--- src/rtl/gpio_pattern_pkg.sv ---
// Shared encodings and seed values for the GPIO pattern generator.
package gpio_pattern_pkg;

    typedef enum logic [1:0] {
        MODE_ROT_W0 = 2'd0,
        MODE_ROT_W1 = 2'd1,
        MODE_BOUNCE = 2'd2,
        MODE_LFSR   = 2'd3
    } mode_e;

    typedef enum logic {
        ST_IDLE = 1'b0,
        ST_RUN  = 1'b1
    } state_e;

    typedef enum logic {
        DIR_LEFT  = 1'b0,
        DIR_RIGHT = 1'b1
    } dir_e;

    // Seed for a given mode, right-aligned in 64 bits; callers truncate to their width.
    function automatic logic [63:0] seed_of(input mode_e mode, input int unsigned width);
        logic [63:0] mask;
        mask = (width >= 64) ? '1 : ((64'd1 << width) - 64'd1);
        seed_of = (mode == MODE_ROT_W0) ? (mask & ~64'd1) : 64'd1;
    endfunction

endpackage

--- src/rtl/pattern_prescaler.sv ---
// Step-rate divider: emits a tick every div+1 active cycles, cleared by restart.
module pattern_prescaler #(
    parameter int unsigned DIV_W = 24
) (
    input  logic             clk,
    input  logic             rstn,
    input  logic             i_enable,
    input  logic             i_running,
    input  logic             i_restart,
    input  logic [DIV_W-1:0] i_div,
    output logic             o_tick
);

    logic [DIV_W-1:0] r_cnt;
    logic             w_active;
    logic             w_match;

    // Counting stops the moment enable drops, so a pause never loses or gains a cycle.
    assign w_active = i_enable && i_running;
    assign w_match  = (r_cnt == i_div);
    assign o_tick   = w_active && w_match && !i_restart;

    always_ff @(posedge clk or negedge rstn) begin
        if (!rstn) begin
            r_cnt <= '0;
        end else if (i_restart) begin
            r_cnt <= '0;
        end else if (w_active) begin
            r_cnt <= w_match ? '0 : r_cnt + DIV_W'(1);
        end
    end

endmodule

--- src/rtl/gpio_pattern_gen.sv ---
// Selectable GPIO pattern generator (rotate-zero, rotate-one, bounce, LFSR) with
// run/pause, restart, step/wrap strobes and a wrap counter.
module gpio_pattern_gen
    import gpio_pattern_pkg::*;
#(
    parameter int unsigned WIDTH     = 32,
    parameter int unsigned DIV_W     = 24,
    parameter logic [63:0] LFSR_TAPS = 64'h8020_0003,
    parameter int unsigned WRAP_W    = 16
) (
    input  logic              clk,
    input  logic              rstn,
    input  logic              enable,
    input  logic              restart,
    input  logic [1:0]        mode,
    input  logic [DIV_W-1:0]  div,
    output logic [WIDTH-1:0]  pattern,
    output logic              step,
    output logic              wrap,
    output logic [WRAP_W-1:0] wrap_cnt,
    output logic              running
);

    localparam logic [WIDTH-1:0] ResetSeed = WIDTH'(seed_of(MODE_ROT_W0, WIDTH));
    localparam logic [WIDTH-1:0] Taps      = LFSR_TAPS[WIDTH-1:0];

    state_e            r_state;
    state_e            w_state_d;
    mode_e             r_mode;
    dir_e              r_dir;
    dir_e              w_next_dir;
    logic [WIDTH-1:0]  r_pattern;
    logic [WIDTH-1:0]  w_next;
    logic [WIDTH-1:0]  w_seed_new;
    logic [WIDTH-1:0]  w_seed_cur;
    logic              r_step;
    logic              r_wrap;
    logic [WRAP_W-1:0] r_wrap_cnt;
    logic              w_tick;
    logic              w_wrap;

    pattern_prescaler #(
        .DIV_W (DIV_W)
    ) u_prescaler (
        .clk       (clk),
        .rstn      (rstn),
        .i_enable  (enable),
        .i_running (r_state == ST_RUN),
        .i_restart (restart),
        .i_div     (div),
        .o_tick    (w_tick)
    );

    assign w_seed_new = WIDTH'(seed_of(mode_e'(mode), WIDTH));
    assign w_seed_cur = WIDTH'(seed_of(r_mode, WIDTH));

    always_comb begin
        w_state_d = r_state;
        unique case (r_state)
            ST_IDLE: if (enable)  w_state_d = ST_RUN;
            ST_RUN:  if (!enable) w_state_d = ST_IDLE;
        endcase
    end

    always_comb begin
        w_next     = r_pattern;
        w_next_dir = r_dir;
        unique case (r_mode)
            MODE_ROT_W0, MODE_ROT_W1: begin
                w_next = {r_pattern[WIDTH-2:0], r_pattern[WIDTH-1]};
            end
            MODE_BOUNCE: begin
                // Direction flips on reaching an end, so the end value is shown only once.
                if (r_dir == DIR_LEFT) begin
                    w_next = {r_pattern[WIDTH-2:0], 1'b0};
                    if (w_next[WIDTH-1]) w_next_dir = DIR_RIGHT;
                end else begin
                    w_next = {1'b0, r_pattern[WIDTH-1:1]};
                    if (w_next[0]) w_next_dir = DIR_LEFT;
                end
            end
            MODE_LFSR: begin
                w_next = {1'b0, r_pattern[WIDTH-1:1]} ^ (r_pattern[0] ? Taps : '0);
            end
        endcase
    end

    assign w_wrap = (w_next == w_seed_cur) && (w_next_dir == DIR_LEFT);

    always_ff @(posedge clk or negedge rstn) begin
        if (!rstn) begin
            r_state    <= ST_IDLE;
            r_mode     <= MODE_ROT_W0;
            r_pattern  <= ResetSeed;
            r_dir      <= DIR_LEFT;
            r_step     <= 1'b0;
            r_wrap     <= 1'b0;
            r_wrap_cnt <= '0;
        end else begin
            r_state <= w_state_d;
            r_step  <= 1'b0;
            r_wrap  <= 1'b0;
            if (restart) begin
                r_mode     <= mode_e'(mode);
                r_pattern  <= w_seed_new;
                r_dir      <= DIR_LEFT;
                r_wrap_cnt <= '0;
            end else if (w_tick) begin
                r_pattern <= w_next;
                r_dir     <= w_next_dir;
                r_step    <= 1'b1;
                if (w_wrap) begin
                    r_wrap     <= 1'b1;
                    r_wrap_cnt <= r_wrap_cnt + WRAP_W'(1);
                end
            end
        end
    end

    assign pattern  = r_pattern;
    assign step     = r_step;
    assign wrap     = r_wrap;
    assign wrap_cnt = r_wrap_cnt;
    assign running  = (r_state == ST_RUN);

endmodule

--- config.mk ---
export PLATFORM = sky130hd
export DESIGN_NAME = gpio_pattern_gen
export DESIGN_NICKNAME = d
export VERILOG_FILES = /design/src/rtl/gpio_pattern_pkg.sv /design/src/rtl/pattern_prescaler.sv /design/src/rtl/gpio_pattern_gen.sv
export SDC_FILE = /design/constraint.sdc
export NUM_CORES = 1
export LEC_CHECK = 0
export CAP_MARGIN = 10
export CORE_ASPECT_RATIO = 1.25
export CORE_UTILIZATION = 25
export CTS_BUF_LIST = sky130_fd_sc_hd__clkbuf_4
export DETAILED_ROUTE_END_ITERATION = 8
export GPL_TIMING_DRIVEN = 0
export PLACE_DENSITY = 0.41
export SYNTH_ARGS = -nofsm -noshare
export SYNTH_HDL_FRONTEND = slang
export SYNTH_SLANG_ARGS = --single-unit
--- constraint.sdc ---
create_clock -name clk -period 4.4 [get_ports clk]
set_input_delay 1.32 -clock clk [delete_from_list [all_inputs] [get_ports clk]]
set_output_delay 1.32 -clock clk [all_outputs]
set_load 0.005 [all_outputs]
After elaboration in Yosys (flattened, before gate mapping)
Cells that the tools add are included.
{"block": "op_classes", "add_sub_neg": 2, "n_eq_ne": 5, "n_mux": 25, "n_bitwise": 2, "n_reduce_logical": 12}
{"cell": "$mux 32", "n": 6}
{"cell": "$pmux 32 s3", "n": 1}
{"cell": "$mux 24", "n": 3}
{"cell": "$mux 16", "n": 3}
{"cell": "$eq 32x32->1", "n": 1}
{"cell": "$xor 31x32->32", "n": 1}
{"cell": "$add 24x1->24 const B", "n": 1}
{"cell": "$eq 24x24->1", "n": 1}
{"cell": "$add 16x1->16 const B", "n": 1}
{"cell": "$mux 1", "n": 12}
{"cell": "$reduce_bool 2->1", "n": 3}
{"cell": "$eq 2x2->1 const B", "n": 2}
{"cell": "$logic_and 1x1->1", "n": 4}
{"cell": "$logic_not 2->1", "n": 2}
{"cell": "$eq 2x1->1 const B", "n": 1}
{"cell": "$reduce_and 2->1", "n": 1}
{"cell": "$reduce_or 2->1", "n": 1}
{"cell": "$logic_not 1->1", "n": 1}
{"cell": "$not 1->1", "n": 1}
{"block": "word_totals", "register_bits": 78, "input_bits": 30}

Depth between registers and ports, before layout
{"block": "depth", "word_depth": 8, "ltp_mapped": 9}

Modules after synthesis
Synthesis repeated with hierarchy kept, for this count alone.
{"block": "unflattened", "cells_unflattened": 535, "hier_area_um2": 4758.3}
{"mod": "gpio_pattern_gen", "instances": 1, "cells_per_inst": 370, "area_each_um2": 3169.3, "seq_area_each_um2": 1390.1}
{"mod": "pattern_prescaler", "instances": 1, "cells_per_inst": 165, "area_each_um2": 1589.0, "seq_area_each_um2": 600.6}

Least setup slack after synthesis
No wires, ideal clock.
{"block": "synth_timing", "path_kind": "in2reg", "from": "in div[1]", "to": "reg r_wrap_cnt[0] (netlist: wrap_cnt[0])", "setup_time_ns": 0.078, "arrival_time_ns": 2.883, "required_ns": 4.322, "slack_ns": 1.439, "stages": 7, "path_cell_list": "xor2_1 > nor4_1 > and4_1 > buf_4 > nand3_2 > or4_1 > a21oi_1"}
{"block": "synth_between", "elab_chain_cells": 5}
{"item": "start, declared", "line": "gpio_pattern_gen.sv:16", "text": "input logic [DIV_W-1:0] div,"}
{"item": "$eq 24x24->1", "line": "pattern_prescaler.sv:20", "text": "assign w_match = (r_cnt == i_div);"}
{"item": "$logic_and 1x1->1 (2 in series)", "line": "pattern_prescaler.sv:21", "text": "assign o_tick = w_active && w_match && !i_restart;"}
{"item": "$reduce_bool 2->1 (no line)"}
{"item": "$reduce_and 2->1 (no line)"}
{"item": "end signal, assigned", "line": "gpio_pattern_gen.sv:114", "text": "r_wrap_cnt <= r_wrap_cnt + WRAP_W'(1);"}
{"item": "end, declared", "line": "gpio_pattern_gen.sv:38", "text": "logic [WRAP_W-1:0] r_wrap_cnt;"}
Every way passes these cells.
A chain may end at the register's enable or synchronous reset.

Worst setup path in the final report
{"block": "layout_timing", "from": "in div[1]", "to": "reg r_pattern[0] (netlist: pattern[0])"}
{"block": "layout_between", "elab_chain_cells": 4}
{"item": "$eq 24x24->1", "line": "pattern_prescaler.sv:20"}
{"item": "$logic_and 1x1->1 (2 in series)", "line": "pattern_prescaler.sv:21"}
{"item": "$reduce_bool 2->1 (no line)"}
{"item": "end signal, assigned", "line": "gpio_pattern_gen.sv:94", "text": "r_pattern <= ResetSeed;"}
{"item": "end signal, assigned", "line": "gpio_pattern_gen.sv:105", "text": "r_pattern <= w_seed_new;"}
{"item": "end signal, assigned", "line": "gpio_pattern_gen.sv:109", "text": "r_pattern <= w_next;"}
{"item": "end, declared", "line": "gpio_pattern_gen.sv:32", "text": "logic [WIDTH-1:0] r_pattern;"}
Every way passes these cells.

==> flow_metrics.env <==
export IMPL_dp_hpwl_mm=11.9
export IMPL_cts_made_buffers=9
export IMPL_floorplan_die_area_um2=20500
export IMPL_grt_use_total=0.168
export IMPL_die_width_um=128
export IMPL_maxCapViolations=0
export IMPL_place_area_um2=6140
export IMPL_synth_area_leader_cell="dfrtp_1"
export IMPL_clkSinkCount=78
export IMPL_rsz0062_at_grt="false"
export IMPL_gp_congestion=0.781
export IMPL_grt_pass1_vias=4622
export IMPL_setup_viol=0
export IMPL_synthTopCellsByArea="dfrtp_1, dfstp_2, nand2_1"
export IMPL_critPathCaptureType="flop"
export IMPL_avgRoutedWirePerCell_um=18.2
export IMPL_tightest_slew_ns=0.873
export IMPL_drv_slew=0
export IMPL_ys_flop_type="dfrtp_1"
export IMPL_htree_levels=3
export IMPL_synth_edff_count=0
export IMPL_critPathMaxStageDelay_ns=0.59
export IMPL_die_h_um=160
export IMPL_register_area_um2=1990
export IMPL_holdWs_ns=0.524
export IMPL_start_kind="input port"
export IMPL_critical_path_required_ns=4.73
export IMPL_antenna_found_initial=1
export IMPL_powerDensity_nw_per_um2=262
export IMPL_ys_ff_latch=78
export IMPL_routed_via_count=4730
export IMPL_crit_buf_inv=2
export IMPL_post_cts_setup_buffers=0
export IMPL_finClkSkew_ns=0.0244
export IMPL_p_leak_uw=0.00240
export IMPL_fillers=2070
export IMPL_dr_pass1_iters=5
export IMPL_fin_ws_ns=0.840
export IMPL_drtIter0Drc=285
export IMPL_max_freq_mhz=281
export IMPL_worstPathArrival_ns=3.89
export IMPL_fin_setup_tns_ns=0
export IMPL_post_route_min_period_ns=3.56
export IMPL_synth_most_common_cell="nand2_1"
export IMPL_yosys_top_cells_count="nand2_1, dfrtp_1, o22a_1, dfstp_2, a31oi_1"
export IMPL_routed_wl_mm=16.6
export IMPL_syn_nets=580
export IMPL_hold_buffers=0
export IMPL_io_buffers=80
export IMPL_crit_type="input port to flop"
export IMPL_synth_top_area_share=0.236
export IMPL_multi_input_area_um2=2780
export IMPL_ys_warn_count=0
export IMPL_clk_pin_slew_ns=0.13
export IMPL_rows=57
export IMPL_grt_max_degree=46
export IMPL_io_pins=81
export IMPL_hold_viol=0
export IMPL_ys_seq_area_frac=0.400
export IMPL_pre_cts_ws_ns=0.360
export IMPL_fin_nets=672
export IMPL_ant_nets=0
export IMPL_syn_area_um2=4980
export IMPL_slew_headroom=0.416
export IMPL_grt_overflow_total=0
export IMPL_grt_pass1_wl_mm=26.6
export IMPL_hold_path_class="flop to flop"
export IMPL_drc=0
export IMPL_cts_tree="yes"
export IMPL_status="finished clean"
export IMPL_area_growth_synth_to_final_pct=26.4
export IMPL_syn_inst=548
export IMPL_design_core_area_um2=19500
export IMPL_fin_area_um2=6300
export IMPL_crit_chain="clkdlybuf4s50_1, xor2_1, nor4_1, nand4_2, o31ai_4, buf_2, o22ai_1"
export IMPL_finish_utilization=0.323
export IMPL_initial_core_util=0.256
export IMPL_slowest_stage="o31ai_4"
export IMPL_drive_gt1_frac=0.141
export IMPL_cts_root_buf="clkbuf_4"
export IMPL_worst_skew_pair_late_latency_ns=0.47
export IMPL_cts_buffer_depth=2
export IMPL_async_reset_ff_frac=1.00
export IMPL_cp_top_family="simple AND/OR/NAND/NOR gates"
export IMPL_ys_types=65
export IMPL_ir_worst_vdd_uv=144
export IMPL_cts_resized=0
export IMPL_avgSynthCellArea_um2=9.09
export IMPL_fin_crit_sh=0.809
export IMPL_drt_vias_per_instance=5.19
export IMPL_cp_max_fo=10
## cell families after synthesis
kind of cell	count (synthesis)	share of synthesized area
adders and majority gates	2	0.00502
and+or+nand+nor	236	0.254
buffers and inverters	44	0.0414
DFF	78	0.400
muxes	11	0.0229
xor gates and xnor gates	35	0.0615
AOI/OAI and AO/OA	142	0.215
## layout by cell type, fill, tap and decap left out, types with 5 or more instances in the layout
cell type / count
a21o_1: 5
a21oi_1: 25
a31oi_1: 30
and2_1: 5
and3_1: 6
and4_1: 10
buf_2: 12
clkbuf_1: 20
clkbuf_4: 11
clkdlybuf4s50_1: 79
dfrtp_1: 47
dfstp_2: 31
inv_1: 7
mux2i_1: 8
nand2_1: 87
nand3_1: 20
nand4_1: 22
nor2_1: 29
nor4_1: 19
o21ai_0: 6
o22a_1: 32
o22ai_1: 8
or2_2: 6
or3_1: 5
xnor2_1: 12
xor2_1: 23
## sequential cells by signal, summed over array words and instances (netlist names)
signal / flops
pattern: 32
u_prescaler.r_cnt: 24
wrap_cnt: 16
r_mode: 2
r_dir: 1
running: 1
step: 1
wrap: 1
## area by class of cell
type                    instances  share of cell area
clock buffers                  11              0.0131
well taps                     265              0.0527
diodes                          1            0.000397
clock inverters                 5              0.0117
plain buffers                  37              0.0286
flip-flops and latches         78               0.316
inverters                       7             0.00417
repair buffers                 81               0.131
multi-input cells             426               0.442
## path summary, 6_finish.rpt
check / start / endpoint / slack [ns] / depth (start not counted)
setup / recovery: div[1] / pattern[0]$_DFFE_PN0P_ / 0.84 / 7
hold / removal: u_prescaler.r_cnt[22]$_DFFE_PN0P_ / u_prescaler.r_cnt[22]$_DFFE_PN0P_ / 0.52 / 1
setup reg to reg: u_prescaler.r_cnt[22]$_DFFE_PN0P_ / pattern[0]$_DFFE_PN0P_ / 1.67 / 6
hold reg to reg: u_prescaler.r_cnt[22]$_DFFE_PN0P_ / u_prescaler.r_cnt[22]$_DFFE_PN0P_ / 0.52 / 1
max in group asynchronous: rstn / pattern[29]$_DFFE_PN1P_ / 2.93 / 2
min in group asynchronous: rstn / wrap_cnt[14]$_DFFE_PN0P_ / 0.81 / 1
## layer usage
| metal | vias up | track usage | share of wire | wire (um) |
|---|---|---|---|---|
| met3 | 20 | 0.0201 | 0.039 | 649 |
| met4 | 0 | 0.0679 | 0.020 | 325 |
| met1 | 2331 | 0.225 | 0.45 | 7510 |
| met5 | - | 0 | 0 | 0 |
| met2 | 136 | 0.272 | 0.49 | 8080 |
| li1 | 2243 | - | - | - |
## worst register-to-register path, stage by stage (launching register included)
cell and delay [ns]:
dfrtp_1 0.43, xor2_1 0.17, nor4_1 0.54, nand4_2 0.41, o31ai_4 0.59, buf_2 0.35, o22ai_1 0.12
## report_power, final
part / switching [uW] / internal (uW)
clock: 279 / 240
sequential: 61.4 / 769
combinational: 154 / 145
## metrics by stage
step | power, uW | cells
finish | 1650 | 911
global route | 1740 | 911
CTS | 1680 | 910
detailed placement | 1150 | 894
global placement | 1140 | 893
floorplan | 979 | 548
Note: power is estimated with default switching activity, not from simulation.
